File: src/rtl/b_onehot_pulse_decoder_pkg.sv
// b_onehot_pulse_decoder_pkg: shared state encoding and default parameters for the one-hot pulse decoder
package b_onehot_pulse_decoder_pkg;
    typedef enum logic [1:0] {
        ST_IDLE  = 2'd0,
        ST_DRIVE = 2'd1,
        ST_GAP   = 2'd2
    } state_t;
    localparam int DEF_WIDTH_IN = 3;
    localparam int DEF_DEPTH    = 4;
    localparam int DEF_HOLD     = 2;
    localparam int DEF_GAP      = 1;
endpackage

File: src/rtl/b_onehot_pulse_decoder_fifo.sv
// b_code_fifo: small circular FIFO buffering accepted codes, count carries one extra bit for full
module b_code_fifo #(
    parameter int WIDTH = 3,
    parameter int DEPTH = 4
) (
    input  logic                     clk,
    input  logic                     rst,
    input  logic                     push,
    input  logic [WIDTH-1:0]         din,
    input  logic                     pop,
    output logic [WIDTH-1:0]         dout,
    output logic                     full,
    output logic                     empty,
    output logic [$clog2(DEPTH):0]   count
);
    localparam int AW = $clog2(DEPTH);
    logic [WIDTH-1:0] mem [DEPTH];
    logic [AW-1:0]    wr_ptr, rd_ptr;
    always_ff @(posedge clk or posedge rst) begin
        if (rst) begin
            wr_ptr <= '0;
            rd_ptr <= '0;
            count  <= '0;
        end else begin
            if (push) wr_ptr <= wr_ptr + 1'b1;
            if (pop) rd_ptr <= rd_ptr + 1'b1;
            count <= count + (AW+1)'(push) - (AW+1)'(pop);
        end
    end
    always_ff @(posedge clk) begin
        if (push) mem[wr_ptr] <= din;
    end
    assign dout  = mem[rd_ptr];
    assign full  = count == (AW+1)'(DEPTH);
    assign empty = count == '0;
endmodule

File: src/rtl/b_onehot_pulse_decoder.sv
// b_onehot_pulse_decoder: replays buffered codes as one-hot pulses of HOLD cycles separated by GAP idle cycles
module b_onehot_pulse_decoder
    import b_onehot_pulse_decoder_pkg::*;
#(
    parameter int WIDTH_IN = DEF_WIDTH_IN,
    parameter int DEPTH    = DEF_DEPTH,
    parameter int HOLD     = DEF_HOLD,
    parameter int GAP      = DEF_GAP,
    localparam int WIDTH_OUT = 1 << WIDTH_IN
) (
    input  logic                 clk,
    input  logic                 rst,
    input  logic                 in_valid,
    output logic                 in_ready,
    input  logic [WIDTH_IN-1:0]  code,
    output logic [WIDTH_OUT-1:0] q,
    output logic                 out_valid,
    output logic                 busy
);
    localparam int CMAX  = HOLD > GAP ? HOLD : GAP;
    localparam int CNT_W = CMAX > 1 ? $clog2(CMAX) : 1;
    state_t               state, state_d;
    logic [CNT_W-1:0]     cnt, cnt_d;
    logic [WIDTH_OUT-1:0] q_d;
    logic [WIDTH_IN-1:0]  head;
    logic                 full, empty, push, pop, load, drive_end;
    logic [$clog2(DEPTH):0] count;
    b_code_fifo #(.WIDTH(WIDTH_IN), .DEPTH(DEPTH)) u_fifo (
        .clk   (clk),
        .rst   (rst),
        .push  (push),
        .din   (code),
        .pop   (pop),
        .dout  (head),
        .full  (full),
        .empty (empty),
        .count (count)
    );
    assign in_ready = !full;
    assign push     = in_valid && in_ready;
    always_ff @(posedge clk or posedge rst) begin
        if (rst) begin
            state <= ST_IDLE;
            cnt   <= '0;
            q     <= '0;
        end else begin
            state <= state_d;
            cnt   <= cnt_d;
            q     <= q_d;
        end
    end
    // load marks every edge where the next code may start; with GAP=0 that includes the last DRIVE cycle
    always_comb begin
        drive_end = state == ST_DRIVE && cnt == '0;
        load      = state == ST_IDLE || (state == ST_GAP && cnt == '0) || (drive_end && GAP == 0);
        pop       = load && !empty;
        state_d   = pop ? ST_DRIVE : load ? ST_IDLE : drive_end ? ST_GAP : state;
        cnt_d     = pop ? CNT_W'(HOLD - 1)
                  : drive_end ? (GAP > 0 ? CNT_W'(GAP - 1) : '0)
                  : cnt != '0 ? cnt - 1'b1 : '0;
        q_d       = pop ? WIDTH_OUT'(1) << head : (load || drive_end) ? '0 : q;
    end
    always_comb begin
        out_valid = |q;
        busy      = state != ST_IDLE || count != '0;
    end
endmodule

File: config.mk
export PLATFORM = sky130hd
export DESIGN_NAME = b_onehot_pulse_decoder
export DESIGN_NICKNAME = d
export VERILOG_FILES = /design/src/rtl/b_onehot_pulse_decoder_pkg.sv /design/src/rtl/b_onehot_pulse_decoder_fifo.sv /design/src/rtl/b_onehot_pulse_decoder.sv
export SDC_FILE = /design/constraint.sdc
export NUM_CORES = 1
export LEC_CHECK = 0
export CORE_MARGIN = 2
export CORE_UTILIZATION = 48
export DETAILED_ROUTE_END_ITERATION = 8
export PLACE_DENSITY_LB_ADDON = 0.08
export SETUP_SLACK_MARGIN = 0.2
export SYNTH_ARGS = -nofsm -noshare
export SYNTH_HDL_FRONTEND = slang
export SYNTH_SLANG_ARGS = --single-unit
File: constraint.sdc
create_clock -name clk -period 2.2 [get_ports clk]
set_input_delay 0.66 -clock clk [delete_from_list [all_inputs] [get_ports clk]]
set_output_delay 0.66 -clock clk [all_outputs]
set_load 0.05 [all_outputs]
# ---- Word level (Yosys, flattened, before mapping)
# Memory sizes are Yosys's and may differ from the RTL's.
# Index checks and enable logic that the tools add are counted.
dict set report op_classes {
  shift 1
  add_sub_neg 5
  n_reduce_logical 16
  div 0
  n_eq_ne 3
  n_mul 0
  muxes 10
  magnitude_cmp 0
  bitwise_logic 1
}
# cell count
set ops {}
lappend ops {{2-to-1 mux 8 bit} 2}
lappend ops {{OR reduction 8 bit} 1}
lappend ops {{left shift 1 x 3 -> 8 bit, first input constant} 1}
lappend ops {{2-to-1 mux 2 bit} 3}
lappend ops {{nonzero test 3 bit} 2}
lappend ops {{2-to-1 mux 1 bit} 5}
lappend ops {{adder 2 x 1 -> 2 bit, second input constant} 2}
lappend ops {{logical AND 1 bit} 4}
lappend ops {{nonzero test 2 bit} 2}
lappend ops {{adder 3 x 1 -> 3 bit} 1}
lappend ops {{equality test 3 bit, second input constant} 1}
lappend ops {{zero test 3 bit} 1}
lappend ops {{logical OR 1 bit} 3}
lappend ops {{subtractor 3 x 1 -> 3 bit} 1}
lappend ops {{equality test 2 x 1 -> 1 bit, second input constant} 1}
lappend ops {{equality test 2 bit, second input constant} 1}
lappend ops {{zero test 1 bit} 2}
lappend ops {{zero test 2 bit} 1}
lappend ops {{inverter 1 bit} 1}
lappend ops {{subtractor 1 bit, second input constant} 1}
dict set report word_totals {
  output_inout_bits 11
  latch_bits 0
  regBits 18
  romBits 0
  n_memories 1
  ramBits 12
  inputBits 6
}
# memory words width read_ports rd_ports_with_merged_regs write_ports line
set memory_table {}
lappend memory_table {u_fifo.mem 4 3 1 0 1 b_onehot_pulse_decoder_fifo.sv:17} ;# logic [WIDTH-1:0] mem [DEPTH];

# ---- Depth between registers and ports, before layout
dict set report depth {
  depth_word 6
  mapped_depth 10
}

# ---- By module
# From an unflattened synthesis, not the netlist that was laid out.
dict set report unflattened {
  hier_cells 91
  hier_area_um2 1323.8
}
# mod seq_area_each_um2 area_each_um2 n_inst cells_per_inst
set modules_own_cells {}
lappend modules_own_cells {b_code_fifo 535.5 828.3 1 51}
lappend modules_own_cells {b_onehot_pulse_decoder 275.3 495.5 1 40}

# ---- Worst setup path after synthesis
# OpenSTA, ideal clock, no wires.
dict set report synth_path {
  kind {reg-to-reg}
  from {register u_fifo.count[1]}
  to {register u_fifo.count[2]}
  n_path_buf 0
  stages_incl_launch_ff 11
  arrival_time_ns 2.097
  slack_ns -0.022
  period_less_slack_ns 2.222
  required_ns 2.074
  cell_sequence {dfrtp_1 or3_1 nand2_1 inv_1 ha_1 inv_1 ha_1 inv_1 fa_1 xnor2_1 xnor2_1}
}
dict set report synth_between {
  elab_chain_cells 5
  word_cells_on_any_way 8
}
# element line
set synth_lines {}
lappend synth_lines {{start: declaration} b_onehot_pulse_decoder_fifo.sv:14} ;# output logic [$clog2(DEPTH):0] count
lappend synth_lines {{start signal: assignment} b_onehot_pulse_decoder_fifo.sv:27} ;# count <= count + (AW+1)'(push) - (AW+1)'(pop);
lappend synth_lines {{equality test 3 bit} b_onehot_pulse_decoder_fifo.sv:34} ;# assign full = count == (AW+1)'(DEPTH);
lappend synth_lines {{zero test 1 bit} b_onehot_pulse_decoder.sv:39} ;# assign in_ready = !full;
lappend synth_lines {{logical AND 1 bit} b_onehot_pulse_decoder.sv:40} ;# assign push = in_valid && in_ready;
lappend synth_lines {{adder 3 x 1 -> 3 bit} b_onehot_pulse_decoder_fifo.sv:27}
lappend synth_lines {{subtractor 3 x 1 -> 3 bit *} b_onehot_pulse_decoder_fifo.sv:27}
# Every way passes the cells marked *; elsewhere a longest branch is shown, timed or not.
# A chain may end at the register's enable or synchronous reset.

# ---- Worst setup path after layout
dict set report layout_path {
  from {register u_fifo.count[1]}
  to {output port busy}
}
dict set report layout_between {
  elab_chain_cells 2
}
# element line
set layout_lines {}
lappend layout_lines {{nonzero test 3 bit} b_onehot_pulse_decoder.sv:65} ;# busy = state != ST_IDLE || count != '0;
lappend layout_lines {{logical OR 1 bit} b_onehot_pulse_decoder.sv:65}
lappend layout_lines {{end: declaration} b_onehot_pulse_decoder.sv:18} ;# output logic busy
# Every way passes these cells.

==> run metrics <==
vias in the first global route=848; RSZ-0062 raised after global routing=yes; row count=18; 1st-iter DRT viols=29; Routed met3 length=120 um; worst-path fanout max=2; Worst Path Arrival=1.59 ns; total CTS buffers=5; Avg WL per Cell=14.29 um; Ys Warns=0; Worst-path clk slew=0.10 ns; share of cells above drive strength 1=30.58%; worst min path class=flip-flop to flip-flop; core area=2545 sq um; most common cell in the netlist=dfrtp_1; final net count=133; CTS sink count=30; DIE AREA=between 3000 and 4000 sq um; Worst-Margin Slew=0.5059 ns; Post-CTS Hold Fix Bufs=0; Skew-Pair Late Insertion Delay=0.33 ns; CP Capture Type=primary output; # diodes=0; WL met2=1058 um; setup_tns=-0.04652 ns; Syn Nets=104; cell taking the most area after synthesis=dfrtp_1; outcome=finished with violations; final-report max-slew violation count=0; grt total ovfl=0; first-pass GRT wire length=3884 um; routed length on met1=920 um; DIE HEIGHT=56.34 um; Worst Path Required=about 1.5 ns; post-route insts no fill=151; Hold Fails Final Rpt=0; Post-Syn Instances=91; CP peak stage delay=between 0.3 and 0.4 ns; ys async rst share=between 60% and 70%; Max-Cap Viols=0; synthesis-to-layout area growth=27.50%; antenna-violating nets left=0; DP Cell Count=~140; synthesized area per cell=approximately 14 sq um; Die Span X=56.34 um; Synth area leaders=dfrtp_1, edfxtp_1, ha_1; fin crit period=2.247 ns; most numerous cell on the critical path=or3_4; initial antenna violation count=0; final period utilization=102.1%; family with the most delay on the worst path=simple AND/OR/NAND/NOR gates; Slew HR=roughly two thirds; GPL Wtd Cong=about 0.7; Worst Path Buf+Inv=1; gr usage total=16.37%; DR DRC count=0; fmax=445.1 MHz; largest net degree at the start of global routing=19; post-synth top area share=34.25%; utilization after layout=65.88%; clock skew=~0.012 ns; Synth cell types=25; count of final setup violators=1; Max clock buf depth=2; CP max-delay cell=dfrtp_1; # port buffers=16; TritonRoute pass-1 iters=4; Routed WL=about 2200 um; EDFF count, synth=12; Final WS setup=-0.04652 ns; cells along the critical path=or3_4 -> or3_4 -> buf_6; htree depth=2; #FFs+latches synth=30; highest routing layer actually used=met4; I/O Pins=17; startpoint types=flip-flop; via count=816; Root Driver=clkbuf_4; Cell Area, Synth=1315 sq um; failing checks=setup timing; CTS tree=built; final hold slack=0.5304 ns; most common library cells after synthesis=dfrtp_1, edfxtp_1, inv_1; Main synth FF type=dfrtp_1; Initial Utilization=51.67%; Critical Setup Path Class=flip-flop to primary output; vias per cell=5.404; post-DP HPWL=1580 um; sequential area share after synthesis=61.66%
## placed cells by master (no fill, tap or decap)
cell	netlist	routed
a21boi_1	1	1
a21oi_1	1	1
a32o_1	1	1
a32o_2	3	3
and2_1	4	4
buf_4	0	7
buf_6	1	3
clkbuf_1	0	1
clkbuf_4	0	5
clkbuf_8	0	1
clkdlybuf4s15_1	0	1
clkdlybuf4s50_1	0	5
clkinv_2	0	1
dfrtp_1	18	18
dlygate4sd2_1	0	7
edfxtp_1	12	12
fa_2	0	1
ha_1	6	4
ha_4	0	2
inv_1	10	7
inv_2	0	3
maj3_1	1	1
mux2_2	2	2
mux4_1	2	2
mux4_2	1	1
nand2_1	8	7
nand2_4	0	1
nand3_1	2	2
nor2_2	0	1
nor3_1	1	1
nor3b_4	1	1
nor4_2	0	2
o21ai_0	1	1
o31ai_1	4	4
or3_4	0	2
xnor2_1	5	4
xnor2_2	0	1
## per-stage QoR
| step | cell area (sq um) | worst slack (ns) |
|---|---|---|
| global route | 1677 | -0.1050 |
| CTS | 1650 | -0.05193 |
| detailed placement | 1579 | -0.2225 |
| floorplan | 1363 | 0.09170 |
| finish | 1677 | -0.04652 |
| global placement | 1579 | -0.1420 |
## logic make-up (layout without fill, tap and decap cells)
group	after synthesis	after routing	synth area share, %
buffers and inverters	11	41	3.711
and+or+nand+nor	21	21	8.943
xor gates and xnor gates	5	5	3.330
muxes	5	5	7.421
AOI/OAI and AO/OA	11	11	6.945
adders and majority gates	8	8	7.992
DFF	30	30	61.66
## sequential cells by signal, indices dropped and copies added (netlist names)
signal	cells
cnt	1
u_fifo.rd_ptr	2
u_fifo.count	3
q	8
u_fifo.wr_ptr	2
state	2
u_fifo.mem	12
## worst paths after layout
path                                 start                to  slack (ns)  cells past startpoint
max                        u_fifo.count[1]              busy       -0.05                      3
max in group asynchronous              rst  u_fifo.wr_ptr[0]        1.36                      3
min reg2reg                           q[7]              q[7]        0.53                      2
min in group asynchronous              rst              q[7]        0.64                      3
max reg2reg                u_fifo.count[1]   u_fifo.count[2]        0.02                     11
min                                   q[7]              q[7]        0.53                      2
## worst reg2reg max path: stages, from the launching register on
cell and delay, ns:
dfrtp_1 0.39, or3_4 0.39, buf_4 0.16, nand2_4 0.07, inv_2 0.05, ha_4 0.21, inv_2 0.06, ha_4 0.12
inv_2 0.03, fa_2 0.34, xnor2_2 0.15, xnor2_1 0.12
## layout make-up
class / instances / area (sq um)
Fill cell: 192 / 868.3
Sequential cell: 30 / 810.8
Multi-Input combinational cell: 50 / 523.0
Timing Repair Buffer: 23 / 207.7
Clock buffer: 7 / 55.05
Inverter: 10 / 37.54
Tap cell: 30 / 37.54
Clock inverter: 1 / 5.005
## layer usage
layer | GRT usage (%) | up-vias
met3 | 6.452 | 8
met1 | 18.47 | 404
li1 | - | 385
met4 | 8.163 | 0
met5 | 0 | -
met2 | 26.89 | 19
## timing repair
item	CTS	global route
gates resized for setup	10	6
setup buffers	2	0
setup endpoints to repair	12	5
endpoints found under the hold margin	0	0
pin swaps	3	2
Power is left out: the tool's default activity adds up to more than one toggle a clock period on the data nets, which glitch-free logic cannot reach.
